**config.mk**
```make
export PLATFORM = sky130hd
export DESIGN_NAME = crossbar_prog_ctrl
export DESIGN_NICKNAME = d
export VERILOG_FILES = /design/src/rtl/crossbar_pkg.sv /design/src/rtl/xbar_onehot_dec.sv /design/src/rtl/crossbar_prog_ctrl.sv
export SDC_FILE = /design/constraint.sdc
export NUM_CORES = 1
export LEC_CHECK = 0
export BUFFER_PORTS_ARGS = -buffer_cell sky130_fd_sc_hd__buf_2
export CAP_MARGIN = 20
export CORE_MARGIN = 1.5
export CORE_UTILIZATION = 50
export CTS_CLUSTER_DIAMETER = 200
export DETAILED_ROUTE_END_ITERATION = 8
export PLACE_DENSITY = 0.83
export SYNTH_ARGS = -nofsm -noshare
export SYNTH_HDL_FRONTEND = slang
export SYNTH_SLANG_ARGS = --single-unit
```
**constraint.sdc**
```tcl
create_clock -name wb_clk_i -period 3.2 [get_ports wb_clk_i]
set_input_delay 0.16 -clock wb_clk_i [delete_from_list [all_inputs] [get_ports wb_clk_i]]
set_output_delay 0.16 -clock wb_clk_i [all_outputs]
set_load 0.03 [all_outputs]
```
**src/rtl/crossbar_pkg.sv**
```systemverilog
// Shared definitions for the ReRAM crossbar write-side controller and the
// compute datapath: default array geometry, controller states, response codes.
package crossbar_pkg;

    // Default array geometry, shared with the crossbar compute datapath
    localparam int unsigned XBAR_ROWS    = 32;
    localparam int unsigned XBAR_COLS    = 32;
    localparam int unsigned XBAR_LEVEL_W = 4;

    // Program-and-verify controller states
    typedef enum logic [2:0] {
        IDLE   = 3'd0,
        READ   = 3'd1,
        EVAL   = 3'd2,
        PULSE  = 3'd3,
        SETTLE = 3'd4,
        RESP   = 3'd5
    } state_t;

    // Response error codes
    typedef enum logic [1:0] {
        ERR_NONE   = 2'd0,
        ERR_BUDGET = 2'd1,
        ERR_TMO    = 2'd2,
        ERR_ADDR   = 2'd3
    } rsp_err_t;

    // Index width for n items; never collapses to zero bits
    function automatic int unsigned idx_w(input int unsigned n);
        return (n > 1) ? $clog2(n) : 1;
    endfunction

endpackage

```
**src/rtl/xbar_onehot_dec.sv**
```systemverilog
// Binary index to one-hot decoder with enable.
// Ports:
//   en       - when low the output is all zeros
//   idx      - binary line index
//   onehot_c - one-hot line select (combinational); zero for idx >= N
module xbar_onehot_dec #(
    parameter int unsigned N  = 32,
    parameter int unsigned IW = 5
) (
    input  logic          en,
    input  logic [IW-1:0] idx,
    output logic [N-1:0]  onehot_c
);

    // Each line compares against its own index, so out-of-range indices decode to zero
    always_comb begin
        onehot_c = '0;
        for (int unsigned i = 0; i < N; i++) begin
            onehot_c[i] = en && (idx == IW'(i));
        end
    end

endmodule

```
**src/rtl/crossbar_prog_ctrl.sv**
```systemverilog
// Write-side controller for the ReRAM crossbar. Accepts one cell-programming
// request and runs a program-and-verify loop: sense, compare against the
// target level, apply a SET or RESET pulse, settle, re-sense. Reports
// success / budget exhaustion / read timeout / bad address via valid/ready.
// Ports:
//   wb_clk_i, wb_rst_i          - clock, asynchronous active-high reset
//   req_valid/req_ready         - request handshake; req_row/col/level payload
//   wl_sel, bl_sel              - one-hot word/bit-line selects (READ, PULSE only)
//   set_en, reset_en            - pulse drives (raise / lower conductance)
//   read_en, rd_valid, rd_level - verify-read request and sensed result
//   rsp_valid/rsp_ready         - response handshake; rsp_ok/err/pulses payload
//   busy                        - controller not idle
// All outputs are registered; they are computed from the next state so they
// line up with the state register.
module crossbar_prog_ctrl
    import crossbar_pkg::*;
#(
    parameter int unsigned ROWS       = XBAR_ROWS,
    parameter int unsigned COLS       = XBAR_COLS,
    parameter int unsigned LEVEL_W    = XBAR_LEVEL_W,
    parameter int unsigned TOL        = 0,
    parameter int unsigned PULSE_CYC  = 8,
    parameter int unsigned SETTLE_CYC = 4,
    parameter int unsigned MAX_PULSES = 15,
    parameter int unsigned READ_TMO   = 64
) (
    input  logic                              wb_clk_i,
    input  logic                              wb_rst_i,
    input  logic                              req_valid,
    output logic                              req_ready,
    input  logic [idx_w(ROWS)-1:0]            req_row,
    input  logic [idx_w(COLS)-1:0]            req_col,
    input  logic [LEVEL_W-1:0]                req_level,
    output logic [ROWS-1:0]                   wl_sel,
    output logic [COLS-1:0]                   bl_sel,
    output logic                              set_en,
    output logic                              reset_en,
    output logic                              read_en,
    input  logic                              rd_valid,
    input  logic [LEVEL_W-1:0]                rd_level,
    output logic                              rsp_valid,
    input  logic                              rsp_ready,
    output logic                              rsp_ok,
    output logic [1:0]                        rsp_err,
    output logic [$clog2(MAX_PULSES+1)-1:0]   rsp_pulses,
    output logic                              busy
);

    localparam int unsigned RW      = idx_w(ROWS);
    localparam int unsigned CW      = idx_w(COLS);
    localparam int unsigned PW      = $clog2(MAX_PULSES + 1);
    localparam int unsigned TW      = $clog2(READ_TMO + 1);
    localparam int unsigned CYC_MAX = (PULSE_CYC > SETTLE_CYC) ? PULSE_CYC : SETTLE_CYC;
    localparam int unsigned CYW     = $clog2(CYC_MAX + 1);

    state_t               state_q, state_d;
    logic [RW-1:0]        row_q, row_d;
    logic [CW-1:0]        col_q, col_d;
    logic [LEVEL_W-1:0]   level_q, level_d;
    logic [LEVEL_W-1:0]   sense_q, sense_d;
    logic                 dir_set_q, dir_set_d;
    logic [PW-1:0]        pulses_q, pulses_d;
    logic [TW-1:0]        tmo_q, tmo_d;
    logic [CYW-1:0]       cyc_q, cyc_d;

    logic                 rsp_ok_d;
    logic [1:0]           rsp_err_d;
    logic [PW-1:0]        rsp_pulses_d;

    logic                 addr_bad_c;
    logic [LEVEL_W-1:0]   diff_c;
    logic                 within_tol_c;
    logic                 sel_en_c;
    logic [ROWS-1:0]      wl_sel_c;
    logic [COLS-1:0]      bl_sel_c;

    // Widen before comparing so non-power-of-two geometries are checked exactly
    assign addr_bad_c = (32'(req_row) >= ROWS) || (32'(req_col) >= COLS);

    // Unsigned absolute difference without wrap-around
    assign diff_c       = (sense_q >= level_q) ? (sense_q - level_q) : (level_q - sense_q);
    assign within_tol_c = (32'(diff_c) <= TOL);

    // Selects follow the next state so the registered copies match the state
    assign sel_en_c = (state_d == READ) || (state_d == PULSE);

    xbar_onehot_dec #(
        .N  (ROWS),
        .IW (RW)
    ) u_wl_dec (
        .en       (sel_en_c),
        .idx      (row_d),
        .onehot_c (wl_sel_c)
    );

    xbar_onehot_dec #(
        .N  (COLS),
        .IW (CW)
    ) u_bl_dec (
        .en       (sel_en_c),
        .idx      (col_d),
        .onehot_c (bl_sel_c)
    );

    // Next-state and datapath update
    always_comb begin
        state_d      = state_q;
        row_d        = row_q;
        col_d        = col_q;
        level_d      = level_q;
        sense_d      = sense_q;
        dir_set_d    = dir_set_q;
        pulses_d     = pulses_q;
        tmo_d        = tmo_q;
        cyc_d        = cyc_q;
        rsp_ok_d     = rsp_ok;
        rsp_err_d    = rsp_err;
        rsp_pulses_d = rsp_pulses;

        unique case (state_q)
            IDLE: begin
                if (req_valid) begin
                    row_d    = req_row;
                    col_d    = req_col;
                    level_d  = req_level;
                    pulses_d = '0;
                    tmo_d    = '0;
                    cyc_d    = '0;
                    if (addr_bad_c) begin
                        state_d      = RESP;
                        rsp_ok_d     = 1'b0;
                        rsp_err_d    = ERR_ADDR;
                        rsp_pulses_d = '0;
                    end else begin
                        state_d = READ;
                    end
                end
            end

            READ: begin
                // A result on the last allowed cycle still wins over the timeout
                if (rd_valid) begin
                    sense_d = rd_level;
                    state_d = EVAL;
                end else if (tmo_q == TW'(READ_TMO - 1)) begin
                    state_d      = RESP;
                    rsp_ok_d     = 1'b0;
                    rsp_err_d    = ERR_TMO;
                    rsp_pulses_d = pulses_q;
                end else begin
                    tmo_d = tmo_q + 1'b1;
                end
            end

            EVAL: begin
                if (within_tol_c) begin
                    state_d      = RESP;
                    rsp_ok_d     = 1'b1;
                    rsp_err_d    = ERR_NONE;
                    rsp_pulses_d = pulses_q;
                end else if (pulses_q == PW'(MAX_PULSES)) begin
                    state_d      = RESP;
                    rsp_ok_d     = 1'b0;
                    rsp_err_d    = ERR_BUDGET;
                    rsp_pulses_d = pulses_q;
                end else begin
                    dir_set_d = (sense_q < level_q);
                    pulses_d  = pulses_q + 1'b1;
                    cyc_d     = '0;
                    state_d   = PULSE;
                end
            end

            PULSE: begin
                if (cyc_q == CYW'(PULSE_CYC - 1)) begin
                    cyc_d   = '0;
                    state_d = SETTLE;
                end else begin
                    cyc_d = cyc_q + 1'b1;
                end
            end

            SETTLE: begin
                if (cyc_q == CYW'(SETTLE_CYC - 1)) begin
                    cyc_d   = '0;
                    tmo_d   = '0;
                    state_d = READ;
                end else begin
                    cyc_d = cyc_q + 1'b1;
                end
            end

            RESP: begin
                if (rsp_ready) begin
                    state_d      = IDLE;
                    rsp_ok_d     = 1'b0;
                    rsp_err_d    = ERR_NONE;
                    rsp_pulses_d = '0;
                end
            end

            default: begin
                state_d = IDLE;
            end
        endcase
    end

    // State, datapath and registered outputs; reset drops every drive at once
    always_ff @(posedge wb_clk_i or posedge wb_rst_i) begin
        if (wb_rst_i) begin
            state_q    <= IDLE;
            row_q      <= '0;
            col_q      <= '0;
            level_q    <= '0;
            sense_q    <= '0;
            dir_set_q  <= 1'b0;
            pulses_q   <= '0;
            tmo_q      <= '0;
            cyc_q      <= '0;
            req_ready  <= 1'b1;
            busy       <= 1'b0;
            read_en    <= 1'b0;
            set_en     <= 1'b0;
            reset_en   <= 1'b0;
            wl_sel     <= '0;
            bl_sel     <= '0;
            rsp_valid  <= 1'b0;
            rsp_ok     <= 1'b0;
            rsp_err    <= ERR_NONE;
            rsp_pulses <= '0;
        end else begin
            state_q    <= state_d;
            row_q      <= row_d;
            col_q      <= col_d;
            level_q    <= level_d;
            sense_q    <= sense_d;
            dir_set_q  <= dir_set_d;
            pulses_q   <= pulses_d;
            tmo_q      <= tmo_d;
            cyc_q      <= cyc_d;
            req_ready  <= (state_d == IDLE);
            busy       <= (state_d != IDLE);
            read_en    <= (state_d == READ);
            set_en     <= (state_d == PULSE) && dir_set_d;
            reset_en   <= (state_d == PULSE) && !dir_set_d;
            wl_sel     <= wl_sel_c;
            bl_sel     <= bl_sel_c;
            rsp_valid  <= (state_d == RESP);
            rsp_ok     <= rsp_ok_d;
            rsp_err    <= rsp_err_d;
            rsp_pulses <= rsp_pulses_d;
        end
    end

endmodule

```
==> flow_metrics.env <==
export IMPL_io_pin_count=100
export IMPL_vdd_drop_max_uv=575
export IMPL_synth_edf_count=0
export IMPL_critical_path_required_ns=3.64
export IMPL_rsz0062_at_grt="false"
export IMPL_grt_ovfl_total=0
export IMPL_multi_input_gate_area_um2=2000
export IMPL_synth_top_cell_area_share=0.560
export IMPL_first_global_vias=4017
export IMPL_leakage_nw=3.28
export IMPL_endpoint_kind="flop"
export IMPL_path_class="flop to flop"
export IMPL_ff_latch_area_um2=2850
export IMPL_netlist_cell_type_count=68
export IMPL_yosys_area_top_type="sky130_fd_sc_hd__dfrtp_1"
export IMPL_final_period_minus_worst_setup_slack_ns=2.87
export IMPL_mostFrequentLayoutCells="sky130_fd_sc_hd__dfrtp_1 (113), sky130_fd_sc_hd__buf_2 (99), sky130_fd_sc_hd__nor2_1 (87)"
export IMPL_drt_iter0_markers=301
export IMPL_initial_core_util=0.516
export IMPL_cts_sinks=114
export IMPL_worst_hold_path_type="input port to flop"
export IMPL_tritoncts_num_buffers=17
export IMPL_main_flop_type_after_synthesis="sky130_fd_sc_hd__dfrtp_1"
export IMPL_dp_hpwl_mm=8.14
export IMPL_design_core_area_um2=9770
export IMPL_report_final_setup_viol=0
export IMPL_root_buffer="sky130_fd_sc_hd__clkbuf_8"
export IMPL_dieWidth_um=103
export IMPL_die_area_um2=10700
export IMPL_postSynthRegisterBits=114
export IMPL_grt_use_total=0.234
export IMPL_first_pass_grt_wire_length_mm=19.0
export IMPL_tritoncts="done"
export IMPL_drtAntennaViolNets=0
export IMPL_num_nets_final=650
export IMPL_layout_cells_most_common="sky130_fd_sc_hd__dfrtp_1"
export IMPL_cts_path_max_buffers=2
export IMPL_setup_tns_final_ns=0
export IMPL_area_growth_synth_to_finish_pct=27.9
export IMPL_htreeDepth=4
export IMPL_synthesis_area_per_instance_um2=10.4
export IMPL_max_freq_mhz=348
export IMPL_timing_max_cap_violations=0
export IMPL_mappedNetlistArea_um2=5050
export IMPL_cts_clk_slew_worst_paths_ns=0.06
export IMPL_antenna_found_initial=0
export IMPL_wl_met1_mm=5.17
export IMPL_synth_area_top_cells="sky130_fd_sc_hd__dfrtp_1 (56%), sky130_fd_sc_hd__nor2_1 (6.5%), sky130_fd_sc_hd__nand2_1 (3.4%)"
export IMPL_pin_count_of_the_biggest_net_entering_global_routing=95
export IMPL_path_max_fanout=14
export IMPL_rows=36
export IMPL_routed_wirelength_mm=12.3
export IMPL_worst_skew_late_latency_ns=0.52
export IMPL_buffer_ports_inserted=99
export IMPL_synthesized_instance_count=487
export IMPL_top_signal_layer_used="met4"
export IMPL_detailedRoute_firstPassIterationCount=5
export IMPL_cts_resized=0
export IMPL_synthesis_yosys_warnings=0
export IMPL_avgViaCountPerCell=5.47
export IMPL_status="complete, no violations"
export IMPL_synthArstFlopShare=1.00
export IMPL_synth_yosys_seq_area_share=0.565
export IMPL_post_route_drc_count=0
export IMPL_tightestPinTransition_ns=0.598
export IMPL_ff2ff_path_depth=10
export IMPL_max_slew_margin=0.598
export IMPL_route_met3_wl_um=538
export IMPL_met2_wirelength_mm=6.32
export IMPL_start_kind="flop"
export IMPL_cts_hold_buf=19
export IMPL_powerDensity_nw_per_um2=1010
export IMPL_routed_via_count=4175
export IMPL_drv_slew=0
export IMPL_n_fill_cell=738
export IMPL_cts_setup_buffers=0
export IMPL_routed_wire_per_std_cell_um=16.1
export IMPL_chipHeight_um=103
export IMPL_layout_core_utilization=0.661
export IMPL_hold_violations=0
export IMPL_worst_clock_skew_ns=0.00929
export IMPL_min_period_over_period=0.897
export IMPL_fraction_of_layout_instances_using_a_drive_strength_above_1=0.270
export IMPL_worst_ep_arrival_time_ns=3.31
export IMPL_syn_nets=520
export IMPL_insertedDiodeCount=0
export IMPL_whs_path_depth=3
export IMPL_place_congestion=0.901
## final cells by class
type | instances | area share
Clock buffer | 18 | 0.0647
Clock inverter | 14 | 0.0205
Inverter | 24 | 0.0147
Multi-Input combinational cell | 331 | 0.310
Sequential cell | 114 | 0.442
Tap cell | 133 | 0.0258
Timing Repair Buffer | 129 | 0.122
## state kept, by name, indices dropped and copies added, names as in the netlist, 2 cells and up
signal	cells
row_q	5
wl_sel	32
tmo_q	7
state_q	3
bl_sel	32
sense_q	4
rsp_pulses	4
cyc_q	4
pulses_q	4
rsp_err	2
col_q	5
level_q	4
## kinds of logic after synthesis
group / share of synthesized area
xor+xnor: 0.0104
compound gates: 0.136
flops: 0.565
mux: 0.0107
buf+inv: 0.0389
simple gates: 0.214
fa+ha+maj: 0.0248
## Yosys cell counts (3+ instances only)
cell	number
sky130_fd_sc_hd__a22oi_1	8
sky130_fd_sc_hd__xor2_1	4
sky130_fd_sc_hd__o2bb2ai_1	4
sky130_fd_sc_hd__ha_1	10
sky130_fd_sc_hd__a22o_1	4
sky130_fd_sc_hd__nand2_1	46
sky130_fd_sc_hd__nor3b_1	6
sky130_fd_sc_hd__nand3b_2	6
sky130_fd_sc_hd__or3_1	5
sky130_fd_sc_hd__nor2_1	87
sky130_fd_sc_hd__buf_2	4
sky130_fd_sc_hd__nand4_1	3
sky130_fd_sc_hd__dfrtp_1	113
sky130_fd_sc_hd__a21oi_1	12
sky130_fd_sc_hd__nand3_1	14
sky130_fd_sc_hd__clkbuf_1	10
sky130_fd_sc_hd__a21boi_0	4
sky130_fd_sc_hd__o21ai_0	19
sky130_fd_sc_hd__and3_1	7
sky130_fd_sc_hd__a31oi_1	12
sky130_fd_sc_hd__nor2b_1	8
sky130_fd_sc_hd__nor3_1	11
sky130_fd_sc_hd__o21ai_2	3
sky130_fd_sc_hd__inv_1	23
sky130_fd_sc_hd__nor4_1	5
sky130_fd_sc_hd__nand2b_1	3
sky130_fd_sc_hd__and2_1	3
## where the power goes
| part | leakage, nW | switching, mW | internal (mW) | total, mW |
|---|---|---|---|---|
| Sequential | 1.53 | 0.285 | 1.78 | 2.07 |
| Clock | 0.262 | 0.694 | 1.03 | 1.73 |
| Combinational | 1.49 | 1.81 | 0.951 | 2.76 |
## worst max-delay path, cell delays in order, from the launching register on
cell and delay, ns:
sky130_fd_sc_hd__dfrtp_1 0.36, sky130_fd_sc_hd__inv_1 0.06, sky130_fd_sc_hd__ha_1 0.38, sky130_fd_sc_hd__or4_1 0.49, sky130_fd_sc_hd__o31a_1 0.13, sky130_fd_sc_hd__a21boi_2 0.20, sky130_fd_sc_hd__a2111oi_4 0.09, sky130_fd_sc_hd__a31oi_4 0.53
sky130_fd_sc_hd__buf_4 0.27, sky130_fd_sc_hd__nand3b_2 0.13, sky130_fd_sc_hd__nor2_1 0.14
## routing by layer
metal  vias up  track usage
met3        24       0.0544
met2       142        0.392
met1      2050        0.296
met5         -            0
li1       1959            -
met4         0       0.0946
## metrics by stage
stage / power [mW] / cell area [µm²] / instances / hold WS, ns / setup WS (ns)
4_1_cts: 6.54 / 6430 / 762 / 0.0366 / 0.341
3_3_place_gp: 4.60 / 5690 / 711 / 0.362 / 0.520
5_1_grt: 6.92 / 6460 / 763 / 0.0555 / 0.221
3_5_place_dp: 4.74 / 5690 / 711 / 0.368 / 0.350
2_1_floorplan: 4.08 / 5050 / 487 / 0.265 / 0.0259
6_report: 6.55 / 6460 / 763 / 0.0539 / 0.329
## final timing paths
kind	slack [ns]	end	from
setup / recovery	0.33	wl_sel[18]	level_q[2]
hold / removal	0.05	rsp_err[1]	rd_valid
setup reg to reg	0.33	wl_sel[18]	level_q[2]
hold reg to reg	0.48	rsp_err[1]	rsp_err[1]
max in group asynchronous	2.16	wl_sel[4]	wb_rst_i
min in group asynchronous	0.12	bl_sel[5]	wb_rst_i
Note: power is estimated with default switching activity, not from simulation.
